## src/rtl/bp_pkg.sv

```systemverilog
// Shared branch-prediction types: tracked-branch entry and instruction size.
package bp_pkg;

    localparam int unsigned PC_W        = 32;
    localparam int unsigned INSTR_BYTES = 4;

    typedef struct packed {
        logic [PC_W-1:0] pc;
        logic            pred_taken;
    } btq_entry_t;

endpackage

```

## src/rtl/branch_track_queue_if.sv

```systemverilog
// Fetch/EX/predictor signal bundle for branch_track_queue.
// Stats outputs exist only when BTQ_STATS_EN is defined.
interface branch_track_queue_if #(parameter int unsigned DEPTH = 8);
    import bp_pkg::*;

    localparam int unsigned CW = $clog2(DEPTH) + 1;

    logic            alloc_valid;
    logic [PC_W-1:0] alloc_pc;
    logic            alloc_pred_taken;
    logic            alloc_ready;
    logic            resolve_valid;
    logic            resolve_taken;
    logic [PC_W-1:0] resolve_target;
    logic            upd_valid;
    logic [PC_W-1:0] upd_pc;
    logic            upd_taken;
    logic            redirect_valid;
    logic [PC_W-1:0] redirect_pc;
    logic [CW-1:0]   count;
`ifdef BTQ_STATS_EN
    logic [31:0]     stat_branches;
    logic [31:0]     stat_mispredicts;
`endif

    modport master (
        output alloc_valid, alloc_pc, alloc_pred_taken,
        output resolve_valid, resolve_taken, resolve_target,
        input  alloc_ready, upd_valid, upd_pc, upd_taken,
        input  redirect_valid, redirect_pc, count
`ifdef BTQ_STATS_EN
        , input stat_branches, stat_mispredicts
`endif
    );

    modport slave (
        input  alloc_valid, alloc_pc, alloc_pred_taken,
        input  resolve_valid, resolve_taken, resolve_target,
        output alloc_ready, upd_valid, upd_pc, upd_taken,
        output redirect_valid, redirect_pc, count
`ifdef BTQ_STATS_EN
        , output stat_branches, stat_mispredicts
`endif
    );

endinterface

```

## src/rtl/btq_fifo.sv

```systemverilog
// Circular FIFO of in-flight branch entries; flush empties it in one edge.
module btq_fifo
    import bp_pkg::*;
#(
    parameter int unsigned DEPTH = 8
) (
    input  logic                     clk,
    input  logic                     rst,
    input  logic                     push,
    input  btq_entry_t               push_data,
    input  logic                     pop,
    input  logic                     flush,
    output btq_entry_t               head_c,
    output logic [$clog2(DEPTH):0]   count
);

    localparam int unsigned AW = $clog2(DEPTH);
    localparam int unsigned CW = AW + 1;

    btq_entry_t    mem_q [DEPTH];
    btq_entry_t    mem_d [DEPTH];
    logic [AW-1:0] head_q, head_d;
    logic [AW-1:0] tail_q, tail_d;
    logic [CW-1:0] count_q, count_d;
    logic          push_ok, pop_ok;

    // Self-guard so a stray push/pop can never over- or underflow the occupancy.
    always_comb begin
        push_ok = push && (count_q != CW'(DEPTH));
        pop_ok  = pop  && (count_q != '0);
        mem_d   = mem_q;
        head_d  = head_q;
        tail_d  = tail_q;
        count_d = count_q;
        if (flush) begin
            head_d  = tail_q;
            count_d = '0;
        end else begin
            if (push_ok) begin
                mem_d[tail_q] = push_data;
                tail_d        = tail_q + AW'(1);
            end
            if (pop_ok) begin
                head_d = head_q + AW'(1);
            end
            count_d = count_q + CW'(push_ok) - CW'(pop_ok);
        end
    end

    always_ff @(posedge clk) begin
        if (rst) begin
            head_q  <= '0;
            tail_q  <= '0;
            count_q <= '0;
        end else begin
            head_q  <= head_d;
            tail_q  <= tail_d;
            count_q <= count_d;
        end
    end

    // Entry storage needs no reset; occupancy decides what is live.
    always_ff @(posedge clk) begin
        mem_q <= mem_d;
    end

    assign head_c = mem_q[head_q];
    assign count  = count_q;

endmodule

```

## src/rtl/branch_track_queue.sv

```systemverilog
// Tracks fetched conditional branches until EX resolves them; drives predictor
// updates and mispredict redirects. Define BTQ_STATS_EN for branch/mispredict counters.
module branch_track_queue
    import bp_pkg::*;
#(
    parameter int unsigned DEPTH = 8
) (
    input  logic                 clk,
    input  logic                 rst,
    branch_track_queue_if.slave  bus
);

    localparam int unsigned CW = $clog2(DEPTH) + 1;

    btq_entry_t      head_c;
    btq_entry_t      alloc_entry_c;
    logic [CW-1:0]   count;
    logic            alloc_ready_c, pop_c, mispredict_c, push_c;

    logic            upd_valid_q, upd_valid_d;
    logic [PC_W-1:0] upd_pc_q, upd_pc_d;
    logic            upd_taken_q, upd_taken_d;
    logic            redirect_valid_q, redirect_valid_d;
    logic [PC_W-1:0] redirect_pc_q, redirect_pc_d;

    // Full is judged on current occupancy only, so a same-cycle pop never frees a slot.
    always_comb begin
        alloc_ready_c = (count != CW'(DEPTH));
        pop_c         = bus.resolve_valid && (count != '0);
        mispredict_c  = pop_c && (bus.resolve_taken != head_c.pred_taken);
        push_c        = bus.alloc_valid && alloc_ready_c && !mispredict_c;
        alloc_entry_c = '{pc: bus.alloc_pc, pred_taken: bus.alloc_pred_taken};
    end

    btq_fifo #(.DEPTH(DEPTH)) u_fifo (
        .clk       (clk),
        .rst       (rst),
        .push      (push_c),
        .push_data (alloc_entry_c),
        .pop       (pop_c),
        .flush     (mispredict_c),
        .head_c    (head_c),
        .count     (count)
    );

    // Pulses last one cycle; payloads hold their last value between pulses.
    always_comb begin
        upd_valid_d      = pop_c;
        upd_pc_d         = upd_pc_q;
        upd_taken_d      = upd_taken_q;
        redirect_valid_d = mispredict_c;
        redirect_pc_d    = redirect_pc_q;
        if (pop_c) begin
            upd_pc_d    = head_c.pc;
            upd_taken_d = bus.resolve_taken;
        end
        if (mispredict_c) begin
            redirect_pc_d = bus.resolve_taken ? bus.resolve_target
                                              : head_c.pc + PC_W'(INSTR_BYTES);
        end
    end

    always_ff @(posedge clk) begin
        if (rst) begin
            upd_valid_q      <= 1'b0;
            upd_pc_q         <= '0;
            upd_taken_q      <= 1'b0;
            redirect_valid_q <= 1'b0;
            redirect_pc_q    <= '0;
        end else begin
            upd_valid_q      <= upd_valid_d;
            upd_pc_q         <= upd_pc_d;
            upd_taken_q      <= upd_taken_d;
            redirect_valid_q <= redirect_valid_d;
            redirect_pc_q    <= redirect_pc_d;
        end
    end

`ifdef BTQ_STATS_EN
    logic [31:0] stat_branches_q, stat_branches_d;
    logic [31:0] stat_mispredicts_q, stat_mispredicts_d;

    always_comb begin
        stat_branches_d    = stat_branches_q + 32'(pop_c);
        stat_mispredicts_d = stat_mispredicts_q + 32'(mispredict_c);
    end

    always_ff @(posedge clk) begin
        if (rst) begin
            stat_branches_q    <= '0;
            stat_mispredicts_q <= '0;
        end else begin
            stat_branches_q    <= stat_branches_d;
            stat_mispredicts_q <= stat_mispredicts_d;
        end
    end

    assign bus.stat_branches    = stat_branches_q;
    assign bus.stat_mispredicts = stat_mispredicts_q;
`endif

    assign bus.alloc_ready    = alloc_ready_c;
    assign bus.count          = count;
    assign bus.upd_valid      = upd_valid_q;
    assign bus.upd_pc         = upd_pc_q;
    assign bus.upd_taken      = upd_taken_q;
    assign bus.redirect_valid = redirect_valid_q;
    assign bus.redirect_pc    = redirect_pc_q;

endmodule

```

## src/flat_wrapper.sv

```systemverilog
// flat-port wrapper written by rule: the top's interface ports become plain ports
module branch_track_queue_flat import bp_pkg::*;
#(
    parameter int unsigned DEPTH = 8
)
  (clk, rst, bus_alloc_valid, bus_alloc_pc, bus_alloc_pred_taken, bus_resolve_valid, bus_resolve_taken, bus_resolve_target, bus_alloc_ready, bus_upd_valid, bus_upd_pc, bus_upd_taken, bus_redirect_valid, bus_redirect_pc, bus_count);
  branch_track_queue_if #(.DEPTH(DEPTH)) bus_i ();
  input  logic clk;
  input  logic rst;
  input wire logic [$bits(bus_i.alloc_valid)-1:0] bus_alloc_valid;
  input wire logic [$bits(bus_i.alloc_pc)-1:0] bus_alloc_pc;
  input wire logic [$bits(bus_i.alloc_pred_taken)-1:0] bus_alloc_pred_taken;
  input wire logic [$bits(bus_i.resolve_valid)-1:0] bus_resolve_valid;
  input wire logic [$bits(bus_i.resolve_taken)-1:0] bus_resolve_taken;
  input wire logic [$bits(bus_i.resolve_target)-1:0] bus_resolve_target;
  output wire logic [$bits(bus_i.alloc_ready)-1:0] bus_alloc_ready;
  output wire logic [$bits(bus_i.upd_valid)-1:0] bus_upd_valid;
  output wire logic [$bits(bus_i.upd_pc)-1:0] bus_upd_pc;
  output wire logic [$bits(bus_i.upd_taken)-1:0] bus_upd_taken;
  output wire logic [$bits(bus_i.redirect_valid)-1:0] bus_redirect_valid;
  output wire logic [$bits(bus_i.redirect_pc)-1:0] bus_redirect_pc;
  output wire logic [$bits(bus_i.count)-1:0] bus_count;
  assign bus_i.alloc_valid = bus_alloc_valid;
  assign bus_i.alloc_pc = bus_alloc_pc;
  assign bus_i.alloc_pred_taken = bus_alloc_pred_taken;
  assign bus_i.resolve_valid = bus_resolve_valid;
  assign bus_i.resolve_taken = bus_resolve_taken;
  assign bus_i.resolve_target = bus_resolve_target;
  assign bus_alloc_ready = bus_i.alloc_ready;
  assign bus_upd_valid = bus_i.upd_valid;
  assign bus_upd_pc = bus_i.upd_pc;
  assign bus_upd_taken = bus_i.upd_taken;
  assign bus_redirect_valid = bus_i.redirect_valid;
  assign bus_redirect_pc = bus_i.redirect_pc;
  assign bus_count = bus_i.count;
  branch_track_queue #(.DEPTH(DEPTH)) u_core (.clk(clk), .rst(rst), .bus(bus_i));
endmodule
```

## config.mk

```make
export PLATFORM = sky130hd
export DESIGN_NAME = branch_track_queue_flat
export DESIGN_NICKNAME = d
export VERILOG_FILES = /design/src/rtl/bp_pkg.sv /design/src/rtl/branch_track_queue_if.sv /design/src/rtl/btq_fifo.sv /design/src/rtl/branch_track_queue.sv /design/src/flat_wrapper.sv
export SDC_FILE = /design/constraint.sdc
export NUM_CORES = 1
export LEC_CHECK = 0
export CAP_MARGIN = 10
export CORE_MARGIN = 4
export CORE_UTILIZATION = 51
export CTS_CLUSTER_DIAMETER = 150
export DETAILED_ROUTE_END_ITERATION = 6
export HOLD_SLACK_MARGIN = 0.08
export PLACE_DENSITY = 0.76
export SLEW_MARGIN = 20
export SYNTH_ARGS = -nofsm -noshare
export SYNTH_HDL_FRONTEND = slang
export SYNTH_HIERARCHICAL = 1
export SYNTH_SLANG_ARGS = --single-unit
```

## constraint.sdc

```tcl
create_clock -name clk -period 5.73 [get_ports clk]
set_clock_uncertainty 0.15 [all_clocks]
set_input_delay 0.8595 -clock clk [delete_from_list [all_inputs] [get_ports clk]]
set_output_delay 0.8595 -clock clk [all_outputs]
set_load 0.01 [all_outputs]
```

==> reports/metrics.cfg, run 1 <==
[worst_setup_path]
start_kind = register
rr_worst_depth = 10
crit_type = register to register
end_kind = register
reg2reg_from = u_core/u_fifo/head_q[0]$_SDFFE_PP0P_
r2r_setup_slack_ns = 1.31
critPathRequiredTime_ns = 5.74
crit_fanout = 24
timing.rr.end = u_core/u_fifo/mem_q[25]$_DFFE_PP_
cp.arrival_ns = 4.42

[floorplanning]
initial_core_util = 0.5203
io_pins = 142
rows = 60
fp.dieH_um = 174.1
die_w_um = 174.1
die_area_mm2 = 0.03029
core_area_mm2 = 0.02703

[logic_synthesis]
synth.distinct_cells = 58
syn_inst = 901
synth-main-ff-cell = edfxtp_1
synth_edf_count = 264
syn_area_per_cell_um2 = 15.61
syn_nets = 981
ys_seq_area_frac = 0.6734
synth_warnings = 6
yosysMostFrequentCell = edfxtp_1
async_reset_ff_frac = 0
ys_ff_latch = 341
synth_area_leaders = edfxtp_1 56%, dfxtp_1 11%, mux4_2 8.8%, nand2_1 2.7%, a21oi_1 2.1%
syn-cell-area_mm2 = 0.01406
synth_common_cells = 264 x edfxtp_1, 100 x nand2_1, 77 x dfxtp_1
synth.top_cell.area_share = 0.5638
synth_top_cell_by_area = edfxtp_1

[clock_network]
cts_inserted_buffers = 35
htree_levels = 2
clk_latency_ns = 0.51
postCtsHoldBufs = 0
cts-root-buf = clkbuf_16
clk_path_buf_depth = 3
cts_setup_buffers = 0
clock_sinks = 341
ctsResizeCount = 0
cts_tree = built
cts.clk_slew.worst_paths_ns = 0.06

[detailed_routing]
ant_nets = 0
first_pass_iters = 5
wirelength_um = 30830
dr_total_vias = 8302
via_per_inst = 5.859
initialDrtViolationCount = 895
wl_per_cell_um = 21.76
drc = 0

[pwr]
leakagePower_nw = 5.506
p_per_area_mw_per_mm2 = 474.3
peakVddDrop_mv = 0.2452

[place]
io_buffers = 141
detailed_place.area_mm2 = 0.01582
place.gp.congestion = 0.8650
post-dp-hpwl_um = 19500

[hold_path]
hold_class = register to register
worstHoldStart = u_core/bus.upd_pc[25]$_SDFFE_PP0P_
whs_endpoint = u_core/bus.upd_pc[25]$_SDFFE_PP0P_
holdPathStages = 2

[sta]
finalSetupViolCount = 0
timing.slew.headroom = 0.4010
finalHoldViolCount = 0
fin_crit_sh = 0.7709
tns_ns = 0
maxSlewViolCount = 0
worst_pin_slew_ns = 0.8985
min_period_ns = 4.418
fmax_ghz = 0.2264
rsz0062_at_grt = no

[global_route]
grt_usage = 0.2007
grt_pass1_wl_um = 47870
grt_max_degree = 53
first_global_vias = 8182
grt-ovfl-total = 0
antenna_found_initial = 2

[layout]
final_cell_area_mm2 = 0.01695
areaGrowthSynthToFinish_pct = 20.51
final_layout_size_suffix_gt1_frac = 0.1608
fin_nets = 1130
num_antenna_cells = 0

[run]
max-cap-violations = 0

[run_status]
outcome = completed

per-layer routing:
metal | global-route usage | share of wire | up-vias
met5 | 0 | 0 | -
met4 | 0.06137 | 0.024 | 0
met3 | 0.03980 | 0.071 | 58
met2 | 0.3156 | 0.46 | 342
met1 | 0.2874 | 0.44 | 4103
li1 | - | - | 3799
kinds of logic after synthesis:
| kind of cell | after synthesis | synth area share |
|---|---|---|
| compound gates | 134 | 0.06095 |
| simple gates | 227 | 0.07519 |
| buf+inv | 61 | 0.02260 |
| flops | 341 | 0.6734 |
| xor+xnor | 24 | 0.01495 |
| mux | 104 | 0.1435 |
| fa+ha+maj | 10 | 0.009432 |
stage by stage:
step	utilization	hold slack (ns)	power [mW]	instances	setup slack, ns
6_report	0.6270	0.3065	8.037	1417	1.312
3_5_place_dp	0.5855	0.2973	5.857	1354	1.333
4_1_cts	0.6270	0.3070	8.099	1417	1.315
2_1_floorplan	-	0.3256	4.954	901	0.02779
5_1_grt	0.6270	0.3235	8.437	1417	1.050
3_3_place_gp	0.5855	0.2847	5.819	1354	1.386
sequential cells by signal, summed over array words and instances (netlist names):
name,count
u_core/u_fifo/tail_q,3
u_core/bus.redirect_valid,1
u_core/bus.redirect_pc,32
u_core/bus.upd_pc,32
u_core/u_fifo/mem_q,264
u_core/u_fifo/count,4
u_core/bus.upd_taken,1
u_core/bus.upd_valid,1
u_core/u_fifo/head_q,3
layout make-up:
type	instances	area (um^2)
Fill cell	1924	10080
Tap cell	341	426.7
Sequential cell	341	9475
Inverter	15	56.30
Clock buffer	46	948.4
Clock inverter	17	175.2
Timing Repair Buffer	158	1534
Multi-Input combinational cell	499	4330
critical path: stages, from the launching register on:
cell and delay (ns):
dfxtp_4 0.62, mux4_2 0.56, mux2_2 0.44, nor2b_1 0.26, o21ai_2 0.16, buf_4 0.21
and3_1 0.22, nor2b_1 0.23, nand3_1 0.35, nor2_4 0.40, buf_4 0.44
how the worst max path moves through the flow:
| stage | from | to | slack [ns] | depth (start not counted) |
|---|---|---|---|---|
| after CTS | u_core/u_fifo/head_q[0]$_SDFFE_PP0P_ | u_core/u_fifo/mem_q[25]$_DFFE_PP_ | 1.32 | 10 |
| after detailed placement | u_core/u_fifo/head_q[0]$_SDFFE_PP0P_ | u_core/u_fifo/mem_q[122]$_DFFE_PP_ | 1.33 | 10 |
| after floorplan | u_core/u_fifo/head_q[0]$_SDFFE_PP0P_ | u_core/u_fifo/mem_q[231]$_DFFE_PP_ | 0.03 | 11 |
| after global placement | bus_resolve_taken | u_core/u_fifo/mem_q[49]$_DFFE_PP_ | 1.39 | 10 |
| final | u_core/u_fifo/head_q[0]$_SDFFE_PP0P_ | u_core/u_fifo/mem_q[25]$_DFFE_PP_ | 1.31 | 10 |
| after global routing | u_core/u_fifo/head_q[0]$_SDFFE_PP0P_ | u_core/u_fifo/mem_q[10]$_DFFE_PP_ | 1.05 | 10 |
placed cells by master, fill, tap and decap left out, types with 6 or more instances in the layout:
master | synthesis | routed
and4_1 | 7 | 7
inv_1 | 14 | 14
mux2_4 | 18 | 18
o21ai_0 | 19 | 19
a22oi_1 | 12 | 12
and2_1 | 6 | 6
nand2_1 | 100 | 100
clkdlybuf4s50_1 | 0 | 140
nor3_1 | 12 | 10
buf_4 | 0 | 17
nand3_1 | 17 | 17
xnor2_1 | 14 | 14
mux4_2 | 55 | 55
edfxtp_1 | 264 | 264
o22ai_1 | 6 | 6
mux2_2 | 15 | 15
or3_1 | 6 | 6
nand4_1 | 9 | 9
clkinv_2 | 0 | 8
xor2_1 | 10 | 10
nor2_1 | 45 | 39
nor2_4 | 0 | 6
a21oi_1 | 58 | 58
dfxtp_1 | 77 | 74
nand2b_1 | 6 | 6
clkbuf_1 | 26 | 9
mux4_1 | 11 | 11
clkbuf_16 | 0 | 36
ha_1 | 9 | 9
where the power goes:
group	total [mW]	leakage (nW)	switching [mW]	internal, mW
sequential	3.17	3.02	0.194	2.98
clock	2.21	0.555	0.902	1.31
combinational	2.65	1.93	1.45	1.20
(Power assumes the default switching activity.)
==> inputs of run 2 (changes only) <==
==> constraint.sdc (replaced) <==
create_clock -name clk -period 4 [get_ports clk]
set_clock_uncertainty 0.15 [all_clocks]
set_input_delay 0.6 -clock clk [delete_from_list [all_inputs] [get_ports clk]]
set_output_delay 0.6 -clock clk [all_outputs]
set_load 0.01 [all_outputs]
==> run 2 against run 1 <==
Clock-buffer cell count rose by 1. Core utilization rose by 0.69 points. Sequential power rose by 42%. Wire length rose by 4.2%.
==> reports/metrics.cfg, run 2 (synthesis results as in run 1) <==
[detailed_routing]
first_pass_iters = 5
via_per_inst = 5.901
drc = 0
dr_total_vias = 8391
wirelength_um = 32120
wl_per_cell_um = 22.59
ant_nets = 0
initialDrtViolationCount = 772

[worst_setup_path]
critPathRequiredTime_ns = 4.05
start_kind = register
end_kind = register
cp.arrival_ns = 3.46
crit_type = register to register
crit_fanout = 33

[floorplanning]
fp.dieH_um = 174.1
die_w_um = 174.1
rows = 60
io_pins = 142
die_area_mm2 = 0.03029
core_area_mm2 = 0.02703
initial_core_util = 0.5203

[layout]
ff_latch_area_mm2 = 0.009475
multiInputGateArea_mm2 = 0.004368
final_cell_mix = 264 x edfxtp_1, 140 x clkdlybuf4s50_1, 100 x nand2_1, 74 x dfxtp_1, 58 x a21oi_1
largest_register_ffs = 264
fin_nets = 1135
final_layout_size_suffix_gt1_frac = 0.1630
areaGrowthSynthToFinish_pct = 21.84
final_common_cell = edfxtp_1
fillCellCount = 1923
finalNonFillerCells = 1422
regMostFlops = u_core/u_fifo/mem_q
final_cell_area_mm2 = 0.01713

[global_route]
grt_pass1_wl_um = 49370
grt-ovfl-total = 0
grt_usage = 0.2090
grt_max_degree = 56
first_global_vias = 8327
antenna_found_initial = 1

[clock_network]
htree_levels = 2
clk_path_buf_depth = 3
cts_setup_buffers = 0
cts_tree = built
clk_latency_ns = 0.51
ctsResizeCount = 0
cts.clk_slew.worst_paths_ns = 0.06
cts-root-buf = clkbuf_16
clock_sinks = 341
postCtsHoldBufs = 0
cts_inserted_buffers = 36

[pwr]
leakagePower_nw = 5.542
p_per_area_mw_per_mm2 = 679.2
seq_power_share = 0.387
p_clk_frac = 0.270
power_switching_mw = 3.706
pwr-share-comb = 0.343
peakVddDrop_mv = 0.3296
sw_frac_of_total = 0.3184
p_int_mw = 7.932

[sta]
rsz0062_at_grt = no
min_period_ns = 3.412
maxSlewViolCount = 0
timing.slew.headroom = 0.4842
fin_crit_sh = 0.8529
finalSetupViolCount = 0
fmax_ghz = 0.2931
worst_pin_slew_ns = 0.7720
finalHoldViolCount = 0

[place]
post-dp-hpwl_um = 20060
dpl.cell_count = 1358
place.gp.congestion = 0.9179
detailed_place.area_mm2 = 0.01602
io_buffers = 141

[run_status]
outcome = completed

[hold_path]
hold_class = register to register

[run]
max-cap-violations = 0

-- run 2: cell count changes in the layout (fill, tap and decap cells not counted), sizes merged --
cell    previous run  this run
clkinv            13        14
diode              0         1
clkbuf            46        47
buf               18        22
inv               16        15
bufinv             3         2
-- run 2: area by class of cell --
class,count,share of cell area
Inverter,15,0.003286
Tap cell,341,0.02490
Antenna cell,1,0.0001460
Clock inverter,16,0.007668
Timing Repair Buffer,162,0.09858
Clock buffer,47,0.05747
Sequential cell,341,0.5530
Multi-Input combinational cell,499,0.2549
-- run 2: layer usage --
metal,track usage,up-vias,part of all wire
met2,0.3414,349,0.48
met4,0.05708,2,0.020
li1,-,3815,-
met5,0,-,0.00040
met1,0.2848,4166,0.42
met3,0.05024,59,0.077
-- run 2: metrics by stage --
| stage | hold slack [ns] | util | worst slack, ns | setup TNS, ns | power (mW) |
|---|---|---|---|---|---|
| after global placement | 0.2914 | 0.5926 | 0.6251 | 0 | 8.458 |
| after CTS | 0.3028 | 0.6339 | 0.6037 | 0 | 11.70 |
| after global routing | 0.3288 | 0.6339 | 0.4697 | 0 | 12.20 |
| final | 0.3033 | 0.6340 | 0.5883 | 0 | 11.64 |
| after floorplan | 0.3256 | - | -0.02033 | -2.013 | 7.147 |
| after detailed placement | 0.2956 | 0.5926 | 0.5676 | 0 | 8.524 |
-- run 2: power by group through the flow --
stage | Sequential (mW) | Combinational, mW | Clock (mW)
final | 4.50 | 4.00 | 3.14
after CTS | 4.50 | 3.99 | 3.20
after detailed placement | 4.57 | 3.95 | 0
after floorplan | 4.60 | 2.55 | 0
after global placement | 4.55 | 3.91 | 0
after global routing | 4.54 | 4.29 | 3.37
-- run 2: worst paths after layout --
check / startpoint / endpoint / slack [ns] / depth (start not counted)
max: u_core/u_fifo/head_q[0]$_SDFFE_PP0P_ / u_core/u_fifo/mem_q[214]$_DFFE_PP_ / 0.59 / 9
min reg2reg: u_core/bus.upd_pc[12]$_SDFFE_PP0P_ / u_core/bus.upd_pc[12]$_SDFFE_PP0P_ / 0.30 / 2
min: u_core/bus.upd_pc[12]$_SDFFE_PP0P_ / u_core/bus.upd_pc[12]$_SDFFE_PP0P_ / 0.30 / 2
max reg2reg: u_core/u_fifo/head_q[0]$_SDFFE_PP0P_ / u_core/u_fifo/mem_q[214]$_DFFE_PP_ / 0.59 / 9
-- run 2: worst max-delay path: stages (launching register included) --
cell     delay, ns
dfxtp_4       0.38
mux4_2        0.49
mux2_2        0.30
nor2b_4       0.16
o21ai_4       0.19
and3_4        0.23
nor2b_1       0.22
nand3_1       0.39
nor3_4        0.29
buf_12        0.26
==> inputs of run 3 (changes only) <==
--- a/config.mk
+++ b/config.mk
@@ -15,5 +15,4 @@
 export SLEW_MARGIN = 20
 export SYNTH_ARGS = -nofsm -noshare
 export SYNTH_HDL_FRONTEND = slang
-export SYNTH_HIERARCHICAL = 1
 export SYNTH_SLANG_ARGS = --single-unit
==> run 3 against run 2 <==
Clock-buffer cell count up 1. Largest power group unchanged. Synthesized cell count down 6.8%. Largest cell class unchanged. Core utilization up 0.39 points. Wire length up 2.1%. Via count down 4.0%. Worst setup slack worse by 0.18 ns. Critical endpoint is now u_core.bus.redirect_pc[28]$_SDFFE_PP0P_. First-iteration DRC count up 4.3%. Critical path depth up 1.
==> reports/metrics.cfg, run 3 <==
[run_status]
outcome = completed

[sta]
tns_ns = 0
min_period_ns = 3.591
fin_crit_sh = 0.8978
maxSlewViolCount = 0
worst_pin_slew_ns = 0.9838
finalHoldViolCount = 0
timing.slew.headroom = 0.3254
fmax_ghz = 0.2785
finalSetupViolCount = 0
rsz0062_at_grt = no

[worst_setup_path]
slowest_delay_ns = 0.59
cp.arrival_ns = 3.80
r2r_setup_slack_ns = 0.41
end_kind = register
critPathMostFrequentCell = nand4_1
worst_path_max_delay_cell = dfxtp_2
critPathRequiredTime_ns = 4.21
start_kind = register
crit_fanout = 14
crit_type = register to register
crit_path_cell_trace = nor2b_1, a22o_1, nor3b_2, ha_1, nand4_1, or3_1, nor4_4, nand4_1, xnor2_1, o21ai_1

[detailed_routing]
dr_total_vias = 8053
wl_per_cell_um = 24.01
initialDrtViolationCount = 805
ant_nets = 0
wirelength_um = 32800
via_per_inst = 5.895
drc = 0
first_pass_iters = 6

[layout]
largest_register_ffs = 264
fin_nets = 1084
areaGrowthSynthToFinish_pct = 22.13
final_cell_area_mm2 = 0.01672
regMostFlops = u_core.u_fifo.mem_q
final_common_cell = edfxtp_1
final_layout_size_suffix_gt1_frac = 0.1660
final_cell_mix = 264 x edfxtp_1, 140 x clkdlybuf4s50_1, 74 x dfxtp_1, 64 x nor2_1
post-route-util = 0.6379

[pwr]
p_per_area_mw_per_mm2 = 656.2
sw_frac_of_total = 0.3007
leakagePower_nw = 5.462
p_clk_frac = 0.302
power_switching_mw = 3.298
power_mw = 10.97
peakVddDrop_mv = 0.3531
seq_power_share = 0.414
pwr-share-comb = 0.284
p_int_mw = 7.671

[floorplanning]
die_w_um = 171.8
io_pins = 142
initial_core_util = 0.5223
fp.dieH_um = 171.8
die_area_mm2 = 0.02952
core_area_mm2 = 0.02621
rows = 59

[clock_network]
clk_latency_ns = 0.52
clock_sinks = 341
cts_inserted_buffers = 36
cts-root-buf = clkbuf_16
cts.clk_slew.worst_paths_ns = 0.07
htree_levels = 2
cts_tree = built
clk_path_buf_depth = 3

[hold_path]
hold_class = primary input to register

[global_route]
first_global_vias = 8060
antenna_found_initial = 2
grt_pass1_wl_um = 48760
grt-ovfl-total = 0
grt_usage = 0.2203
grt_max_degree = 52

[logic_synthesis]
synth_top_cell_by_area = edfxtp_1
synth.distinct_cells = 59
synth.top_cell.area_share = 0.5792
synth_area_leaders = edfxtp_1 58%, dfxtp_1 11%, mux4_2 8.1%, mux2i_1 3.6%, nor2_1 1.8%
ys_seq_area_frac = 0.6918
syn-cell-area_mm2 = 0.01369
syn_inst = 840
yosysMostFrequentCell = edfxtp_1
syn_area_per_cell_um2 = 16.29
async_reset_ff_frac = 0
ys_ff_latch = 341
synth_common_cells = 264 x edfxtp_1, 77 x dfxtp_1, 66 x nor2_1
synth-main-ff-cell = edfxtp_1
synth_warnings = 0
syn_nets = 920
synth_edf_count = 264

[place]
io_buffers = 141
post-dp-hpwl_um = 20960
detailed_place.area_mm2 = 0.01548
place.gp.congestion = 0.8630

[run]
max-cap-violations = 0

-- run 3: cells by family (layout without fill, tap and decap cells) --
logic type | count (synthesis) | in the layout | share of synthesized area
adder cells (fa/ha/maj) | 10 | 10 | 0.009690
flip-flops | 341 | 341 | 0.6918
AO/OA/AOI/OAI | 111 | 111 | 0.05485
multiplexers | 105 | 105 | 0.1267
other | 0 | 1 | 0
AND/OR/NAND/NOR | 179 | 179 | 0.06747
buffers and inverters | 61 | 251 | 0.02834
XOR/XNOR | 33 | 33 | 0.02112
-- run 3: power by group through the flow --
stage                     logic, mW  registers [mW]  clock network [mW]
after floorplan                1.96            4.57                   0
after global placement         2.95            4.65                   0
after detailed placement       3.00            4.67                   0
after CTS                      3.02            4.60                3.35
after global routing           3.35            4.58                3.52
final                          3.12            4.54                3.31
-- run 3: final cells by class --
cell class                 count  area, um^2
timing repair buffer         176        1694
inverter                      11       41.29
clock inverter                16       166.4
antenna                        1       2.502
multi-input combinational    438        3891
fill                        1813        9490
tap                          335       419.2
clock buffer                  48        1023
sequential                   341        9478
-- run 3: path summary, 6_finish.rpt --
kind / depth (start not counted) / from / to
worst max-delay path: 10 / u_core.u_fifo.head_q[2]$_SDFFE_PP0P_ / u_core.bus.redirect_pc[28]$_SDFFE_PP0P_
worst min-delay path: 2 / rst / u_core.bus.upd_valid$_SDFF_PP0_
worst max register to register: 10 / u_core.u_fifo.head_q[2]$_SDFFE_PP0P_ / u_core.bus.redirect_pc[28]$_SDFFE_PP0P_
worst min register to register: 2 / u_core.bus.upd_taken$_SDFFE_PP0P_ / u_core.bus.upd_taken$_SDFFE_PP0P_
-- run 3: stage by stage --
step / setup WS, ns / hold WS [ns] / std cells
after floorplan: -1.102 / 0.3305 / 840
after global placement: 0.07432 / 0.2916 / 1299
after detailed placement: 0.06403 / 0.2968 / 1299
after CTS: 0.01007 / 0.1439 / 1363
after global routing: 0.1365 / 0.1446 / 1366
final: 0.4089 / 0.1588 / 1366
-- run 3: critical path, delay by kind of cell, from the launching register on --
kind | cells | cell delay, ns
compound gates | 2 | 0.35
xor+xnor | 1 | 0.20
fa+ha+maj | 1 | 0.26
flops | 1 | 0.59
simple gates | 6 | 1.90
-- run 3: metal layers --
metal / global-route usage / share of wire / vias to the layer above
met1: 0.2985 / 0.41 / 4055
met2: 0.3712 / 0.50 / 355
li1: - / - / 3588
met5: 0 / 0.00040 / -
met4: 0.04648 / 0.017 / 2
met3: 0.04987 / 0.079 / 53
-- run 3: what timing repair did --
item                       in CTS  in global routing
gates resized for setup         0                  1
hold buffers                    0                  0
setup buffers                   0                  2
setup endpoints to repair       0                  6
